$ cat config.mk
export PLATFORM = sky130hd
export DESIGN_NAME = hawk_rd_arbiter_flat
export DESIGN_NICKNAME = d
export VERILOG_FILES = /design/src/rtl/hacd_pkg.sv /design/src/rtl/hawk_rd_arbiter_if.sv /design/src/rtl/hawk_rr_picker.sv /design/src/rtl/hawk_rd_arbiter.sv /design/src/flat_wrapper.sv
export SDC_FILE = /design/constraint.sdc
export NUM_CORES = 1
export LEC_CHECK = 0
export ABC_AREA = 1
export ABC_CLOCK_PERIOD_IN_PS = 4190
export CORE_AREA = 10 10 242 244
export CTS_CLUSTER_SIZE = 8
export DETAILED_ROUTE_END_ITERATION = 16
export DIE_AREA = 0 0 252 254
export SLEW_MARGIN = 20
export SYNTH_ARGS = -nofsm -noshare
export SYNTH_HDL_FRONTEND = slang
export SYNTH_SLANG_ARGS = --single-unit
$ cat constraint.sdc
create_clock -name clk_i -period 4.19 [get_ports clk_i]
set_clock_uncertainty 0.15 [all_clocks]
set_input_delay 0.838 -clock clk_i [delete_from_list [all_inputs] [get_ports clk_i]]
set_output_delay 0.838 -clock clk_i [all_outputs]
set_load 0.1 [all_outputs]
$ cat src/rtl/hacd_pkg.sv
// Shared types and constants for the HAWK/HACD read-path blocks.
// HAWK_RD_ARB_TIMEOUT_EN adds the ABORT state used by the read arbiter watchdog.
`ifndef HACD_AXI4_ADDR_WIDTH
`define HACD_AXI4_ADDR_WIDTH 64
`endif
`ifndef HACD_AXI4_DATA_WIDTH
`define HACD_AXI4_DATA_WIDTH 128
`endif

package hacd_pkg;

  typedef enum logic [1:0] {
    RD_ARB_IDLE  = 2'd0,
    RD_ARB_ADDR  = 2'd1,
    RD_ARB_DATA  = 2'd2
`ifdef HAWK_RD_ARB_TIMEOUT_EN
    , RD_ARB_ABORT = 2'd3
`endif
  } rd_arb_state_t;

  localparam logic [1:0] AXI_RESP_OKAY   = 2'b00;
  localparam logic [1:0] AXI_RESP_SLVERR = 2'b10;

  localparam int unsigned RD_ARB_TIMEOUT_CYC = 1024;

endpackage

$ cat src/rtl/hawk_rd_arbiter_if.sv
// Requester-side and AXI4 read-master signals of hawk_rd_arbiter.
// The arbiter uses the slave modport; the requesters/memory model use master.
`ifndef HACD_AXI4_ADDR_WIDTH
`define HACD_AXI4_ADDR_WIDTH 64
`endif
`ifndef HACD_AXI4_DATA_WIDTH
`define HACD_AXI4_DATA_WIDTH 128
`endif

interface hawk_rd_arbiter_if #(
  parameter int unsigned NUM_REQ = 4,
  parameter int unsigned ADDR_W  = `HACD_AXI4_ADDR_WIDTH,
  parameter int unsigned DATA_W  = `HACD_AXI4_DATA_WIDTH
) ();
  logic [NUM_REQ-1:0]        req_arvalid_i;
  logic [NUM_REQ*ADDR_W-1:0] req_addr_i;
  logic [NUM_REQ*8-1:0]      req_arlen_i;
  logic [NUM_REQ-1:0]        req_arready_o;
  logic [NUM_REQ-1:0]        req_rvalid_o;
  logic [NUM_REQ-1:0]        req_rready_i;
  logic [DATA_W-1:0]         r_rdata_o;
  logic [1:0]                r_rresp_o;
  logic                      r_rlast_o;
  logic                      m_arvalid_o;
  logic [ADDR_W-1:0]         m_addr_o;
  logic [7:0]                m_arlen_o;
  logic                      m_arready_i;
  logic                      m_rvalid_i;
  logic                      m_rlast_i;
  logic [DATA_W-1:0]         m_rdata_i;
  logic [1:0]                m_rresp_i;
  logic                      m_rready_o;

  modport slave (
    input  req_arvalid_i, req_addr_i, req_arlen_i, req_rready_i,
           m_arready_i, m_rvalid_i, m_rlast_i, m_rdata_i, m_rresp_i,
    output req_arready_o, req_rvalid_o, r_rdata_o, r_rresp_o, r_rlast_o,
           m_arvalid_o, m_addr_o, m_arlen_o, m_rready_o
  );

  modport master (
    output req_arvalid_i, req_addr_i, req_arlen_i, req_rready_i,
           m_arready_i, m_rvalid_i, m_rlast_i, m_rdata_i, m_rresp_i,
    input  req_arready_o, req_rvalid_o, r_rdata_o, r_rresp_o, r_rlast_o,
           m_arvalid_o, m_addr_o, m_arlen_o, m_rready_o
  );
endinterface

$ cat src/rtl/hawk_rr_picker.sv
// Combinational round-robin picker: first active request after last_grant_i,
// wrapping modulo NUM_REQ.
module hawk_rr_picker #(
  parameter int unsigned NUM_REQ = 4
) (
  input  logic [NUM_REQ-1:0]         req_i,
  input  logic [$clog2(NUM_REQ)-1:0] last_grant_i,
  output logic [$clog2(NUM_REQ)-1:0] grant_idx_o,
  output logic                       grant_valid_o
);
  localparam int unsigned OW = $clog2(NUM_REQ);

  // Slot gi of the rotated view is the requester gi+1 places after the last grant.
  logic [OW-1:0]      rot_idx [NUM_REQ];
  logic [NUM_REQ-1:0] cand;

  for (genvar gi = 0; gi < NUM_REQ; gi++) begin : g_rot
    assign rot_idx[gi] = OW'((32'(last_grant_i) + 32'(gi) + 32'd1) % NUM_REQ);
    assign cand[gi]    = req_i[rot_idx[gi]];
  end

  always_comb begin
    grant_idx_o   = '0;
    grant_valid_o = 1'b0;
    for (int i = NUM_REQ - 1; i >= 0; i--) begin
      if (cand[i]) begin
        grant_valid_o = 1'b1;
        grant_idx_o   = rot_idx[i];
      end
    end
  end
endmodule

$ cat src/rtl/hawk_rd_arbiter.sv
// Round-robin arbiter sharing one AXI4 read master between NUM_REQ requesters.
// Define HAWK_RD_ARB_TIMEOUT_EN to enable the watchdog and synthetic SLVERR abort beat.
`ifndef HACD_AXI4_ADDR_WIDTH
`define HACD_AXI4_ADDR_WIDTH 64
`endif
`ifndef HACD_AXI4_DATA_WIDTH
`define HACD_AXI4_DATA_WIDTH 128
`endif

module hawk_rd_arbiter
  import hacd_pkg::*;
#(
  parameter int unsigned NUM_REQ     = 4,
  parameter int unsigned ADDR_W      = `HACD_AXI4_ADDR_WIDTH,
  parameter int unsigned DATA_W      = `HACD_AXI4_DATA_WIDTH,
  parameter int unsigned TIMEOUT_CYC = RD_ARB_TIMEOUT_CYC
) (
  input  logic                       clk_i,
  input  logic                       rst_ni,
  hawk_rd_arbiter_if.slave           bus,
  output logic                       busy_o,
  output logic [$clog2(NUM_REQ)-1:0] owner_o,
  output logic                       proto_err_o,
  output logic                       timeout_err_o
);
  localparam int unsigned OW = $clog2(NUM_REQ);

  rd_arb_state_t     state_reg, state_next;
  logic [OW-1:0]     owner_reg, owner_next;
  logic [OW-1:0]     last_grant_reg, last_grant_next;
  logic [ADDR_W-1:0] addr_reg, addr_next;
  logic [7:0]        len_reg, len_next;
  logic [7:0]        beat_cnt_reg, beat_cnt_next;
  logic              proto_err_reg, proto_err_next;

  logic [OW-1:0]      pick_idx;
  logic               pick_valid;
  logic [NUM_REQ-1:0] owner_onehot;
  logic [ADDR_W-1:0]  req_addr [NUM_REQ];
  logic [7:0]         req_len  [NUM_REQ];
  logic               r_hs;

  for (genvar gi = 0; gi < NUM_REQ; gi++) begin : g_req
    assign req_addr[gi]     = bus.req_addr_i[gi*ADDR_W +: ADDR_W];
    assign req_len[gi]      = bus.req_arlen_i[gi*8 +: 8];
    assign owner_onehot[gi] = (owner_reg == OW'(gi));
  end

  hawk_rr_picker #(.NUM_REQ(NUM_REQ)) u_picker (
    .req_i         (bus.req_arvalid_i),
    .last_grant_i  (last_grant_reg),
    .grant_idx_o   (pick_idx),
    .grant_valid_o (pick_valid)
  );

  assign r_hs = (state_reg == RD_ARB_DATA) && bus.m_rvalid_i && bus.m_rready_o;

  // AR channel comes straight from registers; R channel is a zero-latency steer.
  always_comb begin
    bus.m_arvalid_o   = (state_reg == RD_ARB_ADDR);
    bus.m_addr_o      = addr_reg;
    bus.m_arlen_o     = len_reg;
    bus.req_arready_o = '0;
    bus.req_rvalid_o  = '0;
    bus.m_rready_o    = 1'b0;
    bus.r_rdata_o     = {DATA_W{1'b0}};
    bus.r_rresp_o     = AXI_RESP_OKAY;
    bus.r_rlast_o     = 1'b0;
    case (state_reg)
      RD_ARB_ADDR: begin
        if (bus.m_arready_i) bus.req_arready_o = owner_onehot;
      end
      RD_ARB_DATA: begin
        bus.m_rready_o = |(bus.req_rready_i & owner_onehot);
        if (bus.m_rvalid_i) bus.req_rvalid_o = owner_onehot;
        bus.r_rdata_o = bus.m_rdata_i;
        bus.r_rresp_o = bus.m_rresp_i;
        bus.r_rlast_o = bus.m_rlast_i;
      end
`ifdef HAWK_RD_ARB_TIMEOUT_EN
      RD_ARB_ABORT: begin
        bus.req_rvalid_o = owner_onehot;
        bus.r_rlast_o    = 1'b1;
        bus.r_rresp_o    = AXI_RESP_SLVERR;
      end
`endif
      default: ;
    endcase
  end

`ifdef HAWK_RD_ARB_TIMEOUT_EN
  localparam int unsigned TW = $clog2(TIMEOUT_CYC + 1);
  logic [TW-1:0] to_cnt_reg, to_cnt_next;
  logic          to_err_reg, to_err_next;
`endif

  always_comb begin
    state_next      = state_reg;
    owner_next      = owner_reg;
    last_grant_next = last_grant_reg;
    addr_next       = addr_reg;
    len_next        = len_reg;
    beat_cnt_next   = beat_cnt_reg;
    proto_err_next  = proto_err_reg;
    case (state_reg)
      RD_ARB_IDLE: begin
        if (bus.m_rvalid_i) proto_err_next = 1'b1;
        if (pick_valid) begin
          owner_next = pick_idx;
          addr_next  = req_addr[pick_idx];
          len_next   = req_len[pick_idx];
          state_next = RD_ARB_ADDR;
        end
      end
      RD_ARB_ADDR: begin
        if (bus.m_rvalid_i) proto_err_next = 1'b1;
        if (bus.m_arready_i) begin
          beat_cnt_next = '0;
          state_next    = RD_ARB_DATA;
        end
      end
      RD_ARB_DATA: begin
        // beat_cnt_reg is the index of the beat handshaking now; index arlen must be last.
        if (r_hs) begin
          beat_cnt_next = beat_cnt_reg + 8'd1;
          if (bus.m_rlast_i) begin
            if (beat_cnt_reg != len_reg) proto_err_next = 1'b1;
            last_grant_next = owner_reg;
            state_next      = RD_ARB_IDLE;
          end else if (beat_cnt_reg == len_reg) begin
            proto_err_next = 1'b1;
          end
        end
      end
`ifdef HAWK_RD_ARB_TIMEOUT_EN
      RD_ARB_ABORT: begin
        if (|(bus.req_rready_i & owner_onehot)) begin
          last_grant_next = owner_reg;
          state_next      = RD_ARB_IDLE;
        end
      end
`endif
      default: state_next = RD_ARB_IDLE;
    endcase
`ifdef HAWK_RD_ARB_TIMEOUT_EN
    to_cnt_next = to_cnt_reg;
    to_err_next = to_err_reg;
    if (state_reg == RD_ARB_IDLE) begin
      to_cnt_next = '0;
    end else if (state_reg == RD_ARB_ADDR || state_reg == RD_ARB_DATA) begin
      // A cycle that makes progress never times out.
      if (r_hs) begin
        to_cnt_next = '0;
      end else if (state_next == state_reg && to_cnt_reg >= TW'(TIMEOUT_CYC - 1)) begin
        to_err_next = 1'b1;
        state_next  = RD_ARB_ABORT;
      end else begin
        to_cnt_next = to_cnt_reg + TW'(1);
      end
    end
`endif
  end

  always_ff @(posedge clk_i) begin
    if (!rst_ni) begin
      state_reg      <= RD_ARB_IDLE;
      owner_reg      <= '0;
      last_grant_reg <= OW'(NUM_REQ - 1);
      addr_reg       <= '0;
      len_reg        <= '0;
      beat_cnt_reg   <= '0;
      proto_err_reg  <= 1'b0;
`ifdef HAWK_RD_ARB_TIMEOUT_EN
      to_cnt_reg     <= '0;
      to_err_reg     <= 1'b0;
`endif
    end else begin
      state_reg      <= state_next;
      owner_reg      <= owner_next;
      last_grant_reg <= last_grant_next;
      addr_reg       <= addr_next;
      len_reg        <= len_next;
      beat_cnt_reg   <= beat_cnt_next;
      proto_err_reg  <= proto_err_next;
`ifdef HAWK_RD_ARB_TIMEOUT_EN
      to_cnt_reg     <= to_cnt_next;
      to_err_reg     <= to_err_next;
`endif
    end
  end

  assign busy_o      = (state_reg != RD_ARB_IDLE);
  assign owner_o     = owner_reg;
  assign proto_err_o = proto_err_reg;
`ifdef HAWK_RD_ARB_TIMEOUT_EN
  assign timeout_err_o = to_err_reg;
`else
  // Watchdog compiled out; the parameter stays referenced so every build elaborates it.
  assign timeout_err_o = (TIMEOUT_CYC == 0) ? 1'b0 : 1'b0;
`endif
endmodule

$ cat src/flat_wrapper.sv
// flat-port wrapper written by rule: the top's interface ports become plain ports
module hawk_rd_arbiter_flat import hacd_pkg::*;
#(
  parameter int unsigned NUM_REQ     = 4,
  parameter int unsigned ADDR_W      = `HACD_AXI4_ADDR_WIDTH,
  parameter int unsigned DATA_W      = `HACD_AXI4_DATA_WIDTH,
  parameter int unsigned TIMEOUT_CYC = RD_ARB_TIMEOUT_CYC
)
  (clk_i, rst_ni, busy_o, owner_o, proto_err_o, timeout_err_o, bus_req_arvalid_i, bus_req_addr_i, bus_req_arlen_i, bus_req_rready_i, bus_m_arready_i, bus_m_rvalid_i, bus_m_rlast_i, bus_m_rdata_i, bus_m_rresp_i, bus_req_arready_o, bus_req_rvalid_o, bus_r_rdata_o, bus_r_rresp_o, bus_r_rlast_o, bus_m_arvalid_o, bus_m_addr_o, bus_m_arlen_o, bus_m_rready_o);
  hawk_rd_arbiter_if #(.NUM_REQ(NUM_REQ), .ADDR_W(ADDR_W), .DATA_W(DATA_W)) bus_i ();
  input  logic clk_i;
  input  logic rst_ni;
  output logic busy_o;
  output logic [$clog2(NUM_REQ)-1:0] owner_o;
  output logic proto_err_o;
  output logic timeout_err_o;
  input wire logic [$bits(bus_i.req_arvalid_i)-1:0] bus_req_arvalid_i;
  input wire logic [$bits(bus_i.req_addr_i)-1:0] bus_req_addr_i;
  input wire logic [$bits(bus_i.req_arlen_i)-1:0] bus_req_arlen_i;
  input wire logic [$bits(bus_i.req_rready_i)-1:0] bus_req_rready_i;
  input wire logic [$bits(bus_i.m_arready_i)-1:0] bus_m_arready_i;
  input wire logic [$bits(bus_i.m_rvalid_i)-1:0] bus_m_rvalid_i;
  input wire logic [$bits(bus_i.m_rlast_i)-1:0] bus_m_rlast_i;
  input wire logic [$bits(bus_i.m_rdata_i)-1:0] bus_m_rdata_i;
  input wire logic [$bits(bus_i.m_rresp_i)-1:0] bus_m_rresp_i;
  output wire logic [$bits(bus_i.req_arready_o)-1:0] bus_req_arready_o;
  output wire logic [$bits(bus_i.req_rvalid_o)-1:0] bus_req_rvalid_o;
  output wire logic [$bits(bus_i.r_rdata_o)-1:0] bus_r_rdata_o;
  output wire logic [$bits(bus_i.r_rresp_o)-1:0] bus_r_rresp_o;
  output wire logic [$bits(bus_i.r_rlast_o)-1:0] bus_r_rlast_o;
  output wire logic [$bits(bus_i.m_arvalid_o)-1:0] bus_m_arvalid_o;
  output wire logic [$bits(bus_i.m_addr_o)-1:0] bus_m_addr_o;
  output wire logic [$bits(bus_i.m_arlen_o)-1:0] bus_m_arlen_o;
  output wire logic [$bits(bus_i.m_rready_o)-1:0] bus_m_rready_o;
  assign bus_i.req_arvalid_i = bus_req_arvalid_i;
  assign bus_i.req_addr_i = bus_req_addr_i;
  assign bus_i.req_arlen_i = bus_req_arlen_i;
  assign bus_i.req_rready_i = bus_req_rready_i;
  assign bus_i.m_arready_i = bus_m_arready_i;
  assign bus_i.m_rvalid_i = bus_m_rvalid_i;
  assign bus_i.m_rlast_i = bus_m_rlast_i;
  assign bus_i.m_rdata_i = bus_m_rdata_i;
  assign bus_i.m_rresp_i = bus_m_rresp_i;
  assign bus_req_arready_o = bus_i.req_arready_o;
  assign bus_req_rvalid_o = bus_i.req_rvalid_o;
  assign bus_r_rdata_o = bus_i.r_rdata_o;
  assign bus_r_rresp_o = bus_i.r_rresp_o;
  assign bus_r_rlast_o = bus_i.r_rlast_o;
  assign bus_m_arvalid_o = bus_i.m_arvalid_o;
  assign bus_m_addr_o = bus_i.m_addr_o;
  assign bus_m_arlen_o = bus_i.m_arlen_o;
  assign bus_m_rready_o = bus_i.m_rready_o;
  hawk_rd_arbiter #(.NUM_REQ(NUM_REQ), .ADDR_W(ADDR_W), .DATA_W(DATA_W), .TIMEOUT_CYC(TIMEOUT_CYC)) u_core (.clk_i(clk_i), .rst_ni(rst_ni), .bus(bus_i), .busy_o(busy_o), .owner_o(owner_o), .proto_err_o(proto_err_o), .timeout_err_o(timeout_err_o));
endmodule
==> impl_summary.log <==
[metrics] outcome: completed
[metrics] vias in the first global route: 11200
[metrics] die span in x: 252 um
[metrics] clock tree buffer depth: 2
[metrics] total setup buffers inserted after CTS: 0
[metrics] Starting DRT DRC Count: 575
[metrics] non-filler instance count after layout: around 2600
[metrics] Placed Instances: 2554
[metrics] Final TNS setup: 0 ps
[metrics] worst hold start: u_core.proto_err_o
[metrics] number of instances in the synthesized netlist: 1291
[metrics] DIE HEIGHT: 254 um
[metrics] average cell area after synthesis: 5.60 sq um
[metrics] ordered list of cells on the worst path: clkdlybuf4s50_1
[metrics] post-synth net total: 1723
[metrics] peak supply drop: 0.269 mV
[metrics] fraction of the core area covered by cells at the end of the flow: 0.267
[metrics] RePlAce Congestion: 0.888
[metrics] post_cts resized: 0
[metrics] die footprint: 64000 sq um
[metrics] fraction of synthesis flops using an asynchronous set or reset pin: 0
[metrics] number of sinks handled by clock tree synthesis: between 80 and 90
[metrics] Compound-Gate Fraction of Synth Area: 0.114
[metrics] final layout net count: 2301
[metrics] unrepaired setup endpoints after global routing: no
[metrics] fraction of final layout cells with drive strength greater than 1: 0.116
[metrics] register bit total from synthesis: 87
[metrics] number of distinct standard cells referenced by the synthesized netlist: 32
[metrics] worst reg2reg setup slack: roughly 1400 ps
[metrics] WP buf/inv: 1
[metrics] part of the cycle the worst path needs: 0.784
[metrics] Num CTS Buffers: 9
[metrics] clock transition at the registers of the reported paths: around 70 ps
[metrics] Endpoint, Worst Hold: u_core.proto_err_o
[metrics] combined global-route utilization of all metal layers: 0.155
[metrics] post-DR vias/cell: 4.21
[metrics] overflow left after global routing: 0
[metrics] pre-CTS setup slack: ~700 ps
[metrics] clk root buf: sky130_fd_sc_hd__clkbuf_16
[metrics] Std-Cell Core Area: about 54000 sq um
[metrics] PwrDens: 462 nW/um^2
[metrics] number of I/O pins: 649
[metrics] crit path launch type: flip-flop
[metrics] initial core utilization: 0.135
[metrics] number of nets still failing antenna checks after routing: 0
[metrics] max-cap violation count: 0
[metrics] Final setup violation count: 0
[metrics] origin of the worst setup path: u_core.owner_o[0]
[metrics] detailed-route DRC error count: 0
[metrics] least setup slack across all paths after layout: 904 ps
[metrics] actual transition at the worst max-transition pin: around 1100 ps
[metrics] H-tree depth reported by CTS: 3
[metrics] worst min-delay path category: flip-flop to flip-flop
[metrics] number of hold buffers added after cts: 0
[metrics] cell at the slowest stage of the critical path: sky130_fd_sc_hd__clkdlybuf4s50_1
[metrics] Post-Synthesis Cell Area: 7230 sq um
[metrics] port buffer count: approximately 650
[metrics] post-synthesis sequential area ratio: 0.241
[metrics] largest net degree at the start of global routing: 139
[metrics] total wire length after detailed routing: 52200 um
[metrics] Worst Reg-to-Reg Cells: 12
[metrics] total number of placement rows: 85
[metrics] fraction of the mapped netlist area in simple logic gates: 0.469
[metrics] adder and majority gate portion of the synthesized area: 0.00173
[metrics] CP arrival: between 2000 and 2500 ps
[metrics] drt wl/cell: 20.3 um
[metrics] instance count on the critical path: 1
[metrics] final number of hold-violating endpoints: 0
[metrics] Filler Cell Count: 5978
[metrics] wire length of the first global-routing pass: 74200 um
[metrics] antenna violations before repair: 4
[metrics] Reg2Reg Capture Point: u_core.bus.m_addr_o[3]
[metrics] Worst Hold Margin: 331 ps
[metrics] multiplexer share of the synthesized area: 0
[metrics] Hold Path Cell Cnt: 2
[metrics] dominant register cell in the synthesized netlist: sky130_fd_sc_hd__dfxtp_1
[metrics] DPL Wire Length: 42800 um
[metrics] clock tree from TritonCTS: built
[metrics] combinational family with the most area after synthesis: simple AND/OR/NAND/NOR gates
[metrics] max_slew headroom: 0.274
[metrics] critical-path maximum fanout: 8
[metrics] clock latency of the later-clocked register in the worst-skew pair: approximately 390 ps
[metrics] Largest stage delay, worst path: 1260 ps
[metrics] P_leak: approximately 6.7 nW
[metrics] WP data required: 3200 ps
[metrics] final number of max-transition violations: 0
[metrics] warning count from the yosys run: 0
[metrics] XOR/XNOR Fraction of Synth Area: 0.00727
[metrics] fmax: 304 MHz
[metrics] Crit. End Element: output pin
[metrics] first-pass iteration count of the detailed router: 5
[metrics] post-layout minimum cycle time: 3290 ps
[metrics] layout overhead on the synthesized area: 98.0%
[metrics] startpoint of the lowest-slack register-to-register path: u_core.last_grant_reg[0]
[metrics] vias post-DR: 10800
[metrics] Largest register FFs: 64
[metrics] cell family with most CP delay: buffers and inverters
[metrics] count of flip-flops with a built-in enable after synthesis: 0
[metrics] critical path class: flip-flop to output pin
==> how the worst max path moves through the flow <==
| stage | slack [ps] | to |
|---|---|---|
| after floorplan | -270 | bus_req_arready_o[0] |
| final | 900 | owner_o[0] |
| after detailed placement | 720 | u_core.bus.m_addr_o[7] |
| after global placement | 770 | u_core.bus.m_addr_o[7] |
| after global routing | 790 | bus_r_rdata_o[43] |
| after CTS | 860 | owner_o[0] |
==> cell families (layout without fill, tap and decap cells) <==
family,after synthesis,after routing
compound gates,162,162
xor+xnor,6,6
fa+ha+maj,1,1
buf+inv,276,859
flops,87,87
other cells,1,3
simple gates,758,758
==> cell type report <==
cell class,count,area [sq um],share of cell area
Timing Repair Buffer,672,6390,0.447
Multi-Input combinational cell,928,4320,0.302
Sequential cell,87,1740,0.122
Tap cell,696,871,0.0608
Inverter,171,648,0.0453
Clock buffer,10,239,0.0167
Clock inverter,6,90.1,0.00629
Antenna cell,2,5.00,0.000350
==> synthesized netlist by cell type (2+ instances only) <==
| library cell | instances | area share |
|---|---|---|
| sky130_fd_sc_hd__inv_2 | 4 | 0.0021 |
| sky130_fd_sc_hd__o21ai_0 | 63 | 0.044 |
| sky130_fd_sc_hd__nand2_4 | 2 | 0.0031 |
| sky130_fd_sc_hd__buf_4 | 24 | 0.025 |
| sky130_fd_sc_hd__a21oi_1 | 82 | 0.057 |
| sky130_fd_sc_hd__dfxtp_1 | 87 | 0.24 |
| sky130_fd_sc_hd__nor2_1 | 163 | 0.085 |
| sky130_fd_sc_hd__o21ai_1 | 12 | 0.0083 |
| sky130_fd_sc_hd__nand2_2 | 8 | 0.0069 |
| sky130_fd_sc_hd__inv_1 | 164 | 0.085 |
| sky130_fd_sc_hd__nand2_1 | 208 | 0.11 |
| sky130_fd_sc_hd__buf_2 | 30 | 0.021 |
| sky130_fd_sc_hd__nor2_4 | 2 | 0.0031 |
| sky130_fd_sc_hd__nand3_1 | 360 | 0.25 |
| sky130_fd_sc_hd__nand3_2 | 4 | 0.0055 |
| sky130_fd_sc_hd__inv_4 | 2 | 0.0017 |
| sky130_fd_sc_hd__o211ai_1 | 2 | 0.0021 |
| sky130_fd_sc_hd__xor2_1 | 6 | 0.0073 |
| sky130_fd_sc_hd__clkbuf_1 | 43 | 0.022 |
| sky130_fd_sc_hd__nand4_1 | 4 | 0.0035 |
| sky130_fd_sc_hd__buf_6 | 4 | 0.0062 |
| sky130_fd_sc_hd__buf_1 | 4 | 0.0021 |
| sky130_fd_sc_hd__nor3_1 | 4 | 0.0028 |
==> routing by layer <==
layer  up-vias  part of all wire  GRT usage
met2       533              0.49      0.268
met3        68             0.099     0.0645
met5         -           0.00077          0
met1      4892              0.38      0.165
met4         6             0.034     0.0634
li1       5324                 -          -
==> cells in the final DEF, fill, tap and decap left out, types with 2 or more instances in the layout <==
master / n
sky130_fd_sc_hd__clkdlybuf4s50_1: 496
sky130_fd_sc_hd__nand3_1: 360
sky130_fd_sc_hd__nand2_1: 207
sky130_fd_sc_hd__buf_4: 165
sky130_fd_sc_hd__inv_1: 164
sky130_fd_sc_hd__nor2_1: 163
sky130_fd_sc_hd__dfxtp_1: 87
sky130_fd_sc_hd__a21oi_1: 82
sky130_fd_sc_hd__o21ai_0: 63
sky130_fd_sc_hd__o21ai_1: 12
sky130_fd_sc_hd__clkbuf_16: 9
sky130_fd_sc_hd__buf_12: 9
sky130_fd_sc_hd__nand2_2: 7
sky130_fd_sc_hd__xor2_1: 6
sky130_fd_sc_hd__nand2_4: 4
sky130_fd_sc_hd__nand4_1: 4
sky130_fd_sc_hd__nor3_1: 4
sky130_fd_sc_hd__inv_2: 3
sky130_fd_sc_hd__nand3_4: 3
sky130_fd_sc_hd__diode_2: 2
sky130_fd_sc_hd__clkinv_2: 2
sky130_fd_sc_hd__inv_4: 2
sky130_fd_sc_hd__nor2_4: 2
sky130_fd_sc_hd__o211ai_1: 2
sky130_fd_sc_hd__inv_6: 2
sky130_fd_sc_hd__bufinv_16: 2
sky130_fd_sc_hd__buf_2: 2
==> power breakdown <==
group	internal (mW)	switching, mW
clock	0.543	0.413
sequential	1.01	0.136
combinational	1.17	3.34
total	2.72	3.89
==> per-stage QoR <==
step                      instance area, sq um  total power, mW
after global routing                     14300             6.95
after global placement                   14000             5.69
after CTS                                14300             6.71
after detailed placement                 14000             5.70
after floorplan                           7230             4.25
final                                    14300             6.61
(Power assumes the default switching activity.)
